==> config.mk <==
export PLATFORM = sky130hd
export DESIGN_NAME = ifu_prefetch_flat
export DESIGN_NICKNAME = d
export VERILOG_FILES = /design/src/rtl/ifu_prefetch_if.sv /design/src/rtl/ifu_prefetch.sv /design/src/flat_wrapper.sv
export SDC_FILE = /design/constraint.sdc
export NUM_CORES = 1
export LEC_CHECK = 0
export CAP_MARGIN = 10
export CORE_MARGIN = 4
export CORE_UTILIZATION = 50
export DETAILED_ROUTE_END_ITERATION = 16
export PLACE_DENSITY = 0.7
export SLEW_MARGIN = 30
export SYNTH_ARGS = -nofsm -noshare
export SYNTH_HDL_FRONTEND = slang
export SYNTH_SLANG_ARGS = --single-unit
==> constraint.sdc <==
create_clock -name clk -period 12.8 [get_ports clk]
set_input_delay 2.56 -clock clk [delete_from_list [all_inputs] [get_ports clk]]
set_output_delay 2.56 -clock clk [all_outputs]
set_load 0.02 [all_outputs]
==> src/rtl/ifu_prefetch_if.sv <==
// Fetch-unit bus bundle: instruction-memory req/ack side, branch redirect and the
// valid/ready instruction port toward the core. The fetch unit is the master.
interface ifu_prefetch_if;
  logic        imem_req;
  logic [63:0] imem_addr;
  logic        imem_ack;
  logic [31:0] imem_rdata;
  logic        redirect;
  logic [63:0] redirect_pc;
  logic        inst_valid;
  logic [31:0] inst;
  logic [63:0] inst_pc;
  logic        inst_ready;

  modport master (
    output imem_req, imem_addr, inst_valid, inst, inst_pc,
    input  imem_ack, imem_rdata, redirect, redirect_pc, inst_ready
  );

  modport slave (
    input  imem_req, imem_addr, inst_valid, inst, inst_pc,
    output imem_ack, imem_rdata, redirect, redirect_pc, inst_ready
  );
endinterface

==> src/rtl/ifu_prefetch.sv <==
// Sequential instruction prefetcher with a DEPTH-entry FIFO and redirect flush.
// Define IFU_BYPASS_EN to forward a kept ack straight to the core when the FIFO is empty.
module ifu_prefetch #(
  parameter int          DEPTH    = 4,
  parameter logic [63:0] RESET_PC = 64'h0
) (
  input  logic           clk,
  input  logic           reset,
  ifu_prefetch_if.master bus
);
  localparam int AW = $clog2(DEPTH);
  localparam int CW = AW + 1;

  typedef enum logic [1:0] {S_IDLE, S_WAIT, S_DISCARD} state_t;

  state_t      r_state;
  logic        r_req;
  logic [63:0] r_addr;
  logic [63:0] r_fetch_pc;
  logic [AW-1:0] r_wptr;
  logic [AW-1:0] r_rptr;
  logic [CW-1:0] r_count;
  logic [31:0] r_mem_inst [DEPTH];
  logic [63:0] r_mem_pc   [DEPTH];

  logic          w_fifo_valid;
  logic          w_keep;
  logic          w_bypass;
  logic          w_fifo_pop;
  logic          w_push;
  logic [CW-1:0] w_occ_next;
  logic          w_room;
  logic [63:0]   w_target;
  logic [63:0]   w_pc_inc;

  assign w_fifo_valid = (r_count != '0);
  assign w_keep       = (r_state == S_WAIT) && bus.imem_ack && !bus.redirect;
  assign w_fifo_pop   = w_fifo_valid && bus.inst_ready && !bus.redirect;

`ifdef IFU_BYPASS_EN
  // Empty FIFO: the returning word goes straight out, and is only stored if the core stalls.
  assign w_bypass       = w_keep && !w_fifo_valid;
  assign bus.inst_valid = w_fifo_valid || w_bypass;
  assign bus.inst       = w_bypass ? bus.imem_rdata : (w_fifo_valid ? r_mem_inst[r_rptr] : '0);
  assign bus.inst_pc    = w_bypass ? bus.imem_addr  : (w_fifo_valid ? r_mem_pc[r_rptr]   : '0);
`else
  assign w_bypass       = 1'b0;
  assign bus.inst_valid = w_fifo_valid;
  assign bus.inst       = w_fifo_valid ? r_mem_inst[r_rptr] : '0;
  assign bus.inst_pc    = w_fifo_valid ? r_mem_pc[r_rptr]   : '0;
`endif

  assign w_push     = w_keep && !(w_bypass && bus.inst_ready);
  assign w_occ_next = r_count + CW'(w_push) - CW'(w_fifo_pop);
  // A new request reserves one slot, so it may only issue while the FIFO has a spare entry.
  assign w_room     = (w_occ_next < CW'(DEPTH));
  assign w_target   = bus.redirect_pc & ~64'd3;
  assign w_pc_inc   = r_fetch_pc + 64'd4;

  assign bus.imem_req  = r_req;
  assign bus.imem_addr = r_addr;

  always_ff @(posedge clk or negedge reset) begin
    if (!reset) begin
      r_state    <= S_IDLE;
      r_req      <= 1'b0;
      r_addr     <= RESET_PC;
      r_fetch_pc <= RESET_PC;
    end else if (bus.redirect) begin
      r_fetch_pc <= w_target;
      case (r_state)
        S_WAIT: begin
          if (bus.imem_ack) begin
            r_state <= S_WAIT;
            r_req   <= 1'b1;
            r_addr  <= w_target;
          end else begin
            r_state <= S_DISCARD;
          end
        end
        S_DISCARD: begin
          if (bus.imem_ack) begin
            r_state <= S_IDLE;
            r_req   <= 1'b0;
          end
        end
        default: begin
          // Bus is free and the FIFO is flushed, so the target request goes out next cycle.
          r_state <= S_WAIT;
          r_req   <= 1'b1;
          r_addr  <= w_target;
        end
      endcase
    end else begin
      case (r_state)
        S_IDLE: begin
          if (w_room) begin
            r_state <= S_WAIT;
            r_req   <= 1'b1;
            r_addr  <= r_fetch_pc;
          end
        end
        S_WAIT: begin
          if (bus.imem_ack) begin
            r_fetch_pc <= w_pc_inc;
            if (w_room) begin
              r_addr <= w_pc_inc;
            end else begin
              r_state <= S_IDLE;
              r_req   <= 1'b0;
            end
          end
        end
        default: begin
          if (bus.imem_ack) begin
            r_state <= S_IDLE;
            r_req   <= 1'b0;
          end
        end
      endcase
    end
  end

  always_ff @(posedge clk or negedge reset) begin
    if (!reset) begin
      r_wptr  <= '0;
      r_rptr  <= '0;
      r_count <= '0;
    end else if (bus.redirect) begin
      r_wptr  <= '0;
      r_rptr  <= '0;
      r_count <= '0;
    end else begin
      if (w_push)     r_wptr <= r_wptr + AW'(1);
      if (w_fifo_pop) r_rptr <= r_rptr + AW'(1);
      r_count <= w_occ_next;
    end
  end

  // Storage has no reset; the head is masked to zero whenever the FIFO is empty.
  always_ff @(posedge clk) begin
    if (w_push) begin
      r_mem_inst[r_wptr] <= bus.imem_rdata;
      r_mem_pc[r_wptr]   <= bus.imem_addr;
    end
  end
endmodule

==> src/flat_wrapper.sv <==
// flat-port wrapper written by rule: the top's interface ports become plain ports
module ifu_prefetch_flat 
#(
  parameter int          DEPTH    = 4,
  parameter logic [63:0] RESET_PC = 64'h0
)
  (clk, reset, bus_imem_req, bus_imem_addr, bus_inst_valid, bus_inst, bus_inst_pc, bus_imem_ack, bus_imem_rdata, bus_redirect, bus_redirect_pc, bus_inst_ready);
  ifu_prefetch_if bus_i ();
  input  logic clk;
  input  logic reset;
  output wire logic [$bits(bus_i.imem_req)-1:0] bus_imem_req;
  output wire logic [$bits(bus_i.imem_addr)-1:0] bus_imem_addr;
  output wire logic [$bits(bus_i.inst_valid)-1:0] bus_inst_valid;
  output wire logic [$bits(bus_i.inst)-1:0] bus_inst;
  output wire logic [$bits(bus_i.inst_pc)-1:0] bus_inst_pc;
  input wire logic [$bits(bus_i.imem_ack)-1:0] bus_imem_ack;
  input wire logic [$bits(bus_i.imem_rdata)-1:0] bus_imem_rdata;
  input wire logic [$bits(bus_i.redirect)-1:0] bus_redirect;
  input wire logic [$bits(bus_i.redirect_pc)-1:0] bus_redirect_pc;
  input wire logic [$bits(bus_i.inst_ready)-1:0] bus_inst_ready;
  assign bus_imem_req = bus_i.imem_req;
  assign bus_imem_addr = bus_i.imem_addr;
  assign bus_inst_valid = bus_i.inst_valid;
  assign bus_inst = bus_i.inst;
  assign bus_inst_pc = bus_i.inst_pc;
  assign bus_i.imem_ack = bus_imem_ack;
  assign bus_i.imem_rdata = bus_imem_rdata;
  assign bus_i.redirect = bus_redirect;
  assign bus_i.redirect_pc = bus_redirect_pc;
  assign bus_i.inst_ready = bus_inst_ready;
  ifu_prefetch #(.DEPTH(DEPTH), .RESET_PC(RESET_PC)) u_core (.clk(clk), .reset(reset), .bus(bus_i));
endmodule
==> impl_metrics.csv <==
group,metric,value,unit
clocking,cts_buffers,53,
final_layout,num-fill-cells,3366,
final_layout,multi_input_area,0.00751,sq mm
clocking,hold_buffers,0,
synth,yosys_most_used_dff,"edfxtp_1",
timing,slew_headroom,33.7,%
synth,synthSimpleGateAreaFrac,11.8,%
clocking,clk_path_buf_depth,3,
setup_path,start_kind,"primary input",
final_layout,final_cell_mix,"edfxtp_1, clkdlybuf4s50_1, dfrtp_1",
timing,hold_violations,0,
die,dieArea,0.0490,sq mm
global_route,grt_pass1_vias,14738,
final_layout,finalInstanceArea,0.0276,sq mm
timing,fin_tns_setup,0,ns
detailed_routing,vias_per_cell,5.85,
final_layout,drive_above_1_share,12.7,%
timing,rsz0062_at_grt,"no",
final_layout,mostFrequentLayoutCell,"edfxtp_1",
timing,worstMarginPinSlew,0.994,ns
synth,synth_warnings,0,
timing,maxSlewViolCount,0,
power,p_int,0.00388,W
setup_path,crit_arrival,7.35,ns
clocking,ctsHtreeMaxLevel,2,
power,power_density,214,mW/mm^2
final_layout,area_growth,21.0,%
die,die_h,221,um
synth,synth_edf_count,380,
worst_hold_path,hold_path.class,"flop to flop",
synth,synth_fa_ha_area_share,0.638,%
timing,final.period_utilization,53.6,%
timing,finalClockSkew,0.0272,ns
synth,synth_fp_nets,1715,
setup_path,critPathKind,"primary input to flop",
placed_design,globalplace.congestion,0.914,
synth,synth_seq_area_share,65.0,%
synth,postSynthCellCount,1603,
power,seq_power_share,41.1,%
die,io-pin-count,263,
die,coreArea,0.0446,sq mm
clocking,cts-root-buf,"clkbuf_16",
synth,syn_avg_cell_area,14.2,sq um
die,fp-row-count,77,
outcome,status,"complete, no violations",
clocking,numClockSinks,515,
power,p_sw,0.00202,W
placed_design,dpl_cell_area,0.0259,sq mm
global_route,grt_usage,22.9,%
synth,synth_top_family_by_area,"simple AND/OR/NAND/NOR gates",
synth,syn_area,0.0228,sq mm
die,initial_core_util,51.0,%
global_route,grt_pass1_wl,88000,um
detailed_routing,dr.pass1.iters,6,
clocking,cts_tree,"yes",
setup_path,required,13.29,ns
global_route,grt_start_max_net_pins,72,
power,p_leak,9.19,nW
clocking,clock_latency,0.60,ns
global_route,grt.overflow.total,0,
power,ir_drop,105,uV
power,p_clk_share,24.4,%
timing,period_needed,6.87,ns
clocking,cts_resized,0,
synth,synthArstFlopShare,26.2,%
clocking,cts.clk_slew.worst_paths,0.07,ns
die,die-width,221,um
timing,fmax,146,MHz
synth,synth-xor-area-share,3.64,%
detailed_routing,routed_wl,56800,um
placed_design,hpwlAfterDp,36300,um
setup_path,path_max_fanout,58,
clocking,cts_setup_buffers,0,
synth,synth_mux_area_share,10.7,%
detailed_routing,dr_total_vias,14418,
placed_design,io_buffers,260,
synth,ys_ff_latch,515,
detailed_routing,ant_nets,0,
synth,synthDistinctLibCells,66,
timing,setup_viol,0,
synth,synth_compound_area_share,5.96,%
final_layout,seq_area,0.0148,sq mm
job,drv_cap,0,
detailed_routing,drc,0,
detailed_routing,drt_iter0_markers,1228,
detailed_routing,drt-wirelength-per-cell,23.0,um
setup_path,crit_path_end_kind,"flop",
global_route,antenna_found_initial,1,
power,p_comb_share,34.4,%
power,swShare,34.2,%
final_layout,fin_nets,1942,
## worst paths after layout
path | to | from | cells past startpoint | slack, ns
max | u_core.bus.imem_addr[42] | bus_redirect | 14 | 5.93
min | u_core.r_mem_pc[1][16] | u_core.bus.imem_addr[16] | 0 | 0.55
max reg2reg | u_core.bus.imem_addr[42] | u_core.r_state[1] | 16 | 7.30
min in group asynchronous | u_core.bus.imem_addr[46] | reset | 1 | 1.97
max in group asynchronous | u_core.r_rptr[0] | reset | 2 | 9.69
min reg2reg | u_core.r_mem_pc[1][16] | u_core.bus.imem_addr[16] | 0 | 0.55
## layer usage
layer  global-route usage (%)  vias up  routed length (um)
met4                     5.52        0                1140
met3                     4.55       79                3500
li1                         -     6521                   -
met1                     31.6     7347               24400
met2                     38.0      471               27700
met5                        0        -                   0
## per-stage QoR
stage / util [%] / cells / worst slack (ns) / total power, W / hold slack (ns)
2_1_floorplan: - / 1603 / 6.39 / 0.00354 / 0.534
3_3_place_gp: 58.0 / 2365 / 4.82 / 0.00447 / 0.520
3_5_place_dp: 58.0 / 2366 / 5.12 / 0.00451 / 0.536
4_1_cts: 61.6 / 2463 / 5.73 / 0.00597 / 0.550
5_1_grt: 61.8 / 2465 / 5.65 / 0.00619 / 0.584
6_report: 61.8 / 2465 / 5.93 / 0.00590 / 0.547
## state kept, by name (all words and copies together), names as in the netlist
register,count
u_core.bus.imem_req,1
u_core.r_state,2
u_core.r_count,3
u_core.r_rptr,2
u_core.r_fetch_pc,62
u_core.r_mem_inst,128
u_core.bus.imem_addr,63
u_core.r_mem_pc,252
u_core.r_wptr,2
## synth_stat cells (all sizes together) (22+ instances only)
| library cell | number | area share (%) |
|---|---|---|
| edfxtp | 380 | 50 |
| a21oi | 42 | 0.92 |
| dfrtp | 135 | 15 |
| nor3 | 32 | 0.73 |
| nand3 | 36 | 0.79 |
| nor2 | 92 | 1.5 |
| nand4 | 39 | 1.1 |
| or3 | 25 | 0.69 |
| clkbuf | 77 | 1.3 |
| and3 | 23 | 0.63 |
| o21ai | 85 | 1.9 |
| buf | 33 | 0.68 |
| mux4 | 95 | 9.4 |
| nand2 | 115 | 1.9 |
| xnor2 | 63 | 2.4 |
| mux2 | 22 | 1.1 |
| nor4 | 26 | 0.77 |
| xor2 | 29 | 1.1 |
| and2 | 101 | 2.8 |
## cell type report
cell class,instances,share of cell area [%]
flip-flops and latches,515,53.7
multi-input cells,957,27.3
repair buffers,282,10.2
clock buffers,68,5.25
well taps,592,2.69
clock inverters,29,0.609
inverters,21,0.286
diodes,1,0.00908
## power groups by stage
stage | logic [W] | clock network [W] | registers (W)
floorplan | 0.00110 | 0 | 0.00244
global placement | 0.00203 | 0 | 0.00244
detailed placement | 0.00205 | 0 | 0.00246
CTS | 0.00206 | 0.00148 | 0.00243
global route | 0.00217 | 0.00155 | 0.00247
finish | 0.00203 | 0.00144 | 0.00242
## worst max-delay path: stages
cell and delay [ns]:
buf_2 0.10, buf_4 0.30, nor2_2 0.69, nand2_1 0.44, inv_1 0.22, ha_1 0.17
inv_1 0.05, fa_1 0.36, xor3_1 0.32, a211oi_2 0.58, o21a_2 0.47, buf_4 0.55
o311ai_0 0.27, o22a_1 0.23
## cell families (layout without fill, tap and decap cells)
| kind of cell | count (synthesis) | count (layout) |
|---|---|---|
| flops | 515 | 515 |
| simple gates | 515 | 515 |
| compound gates | 216 | 216 |
| buf+inv | 131 | 400 |
| mux | 122 | 122 |
| xor+xnor | 93 | 93 |
| fa+ha+maj | 11 | 11 |
| other cells | 0 | 1 |
No activity file was read; power rests on OpenSTA's default activity.
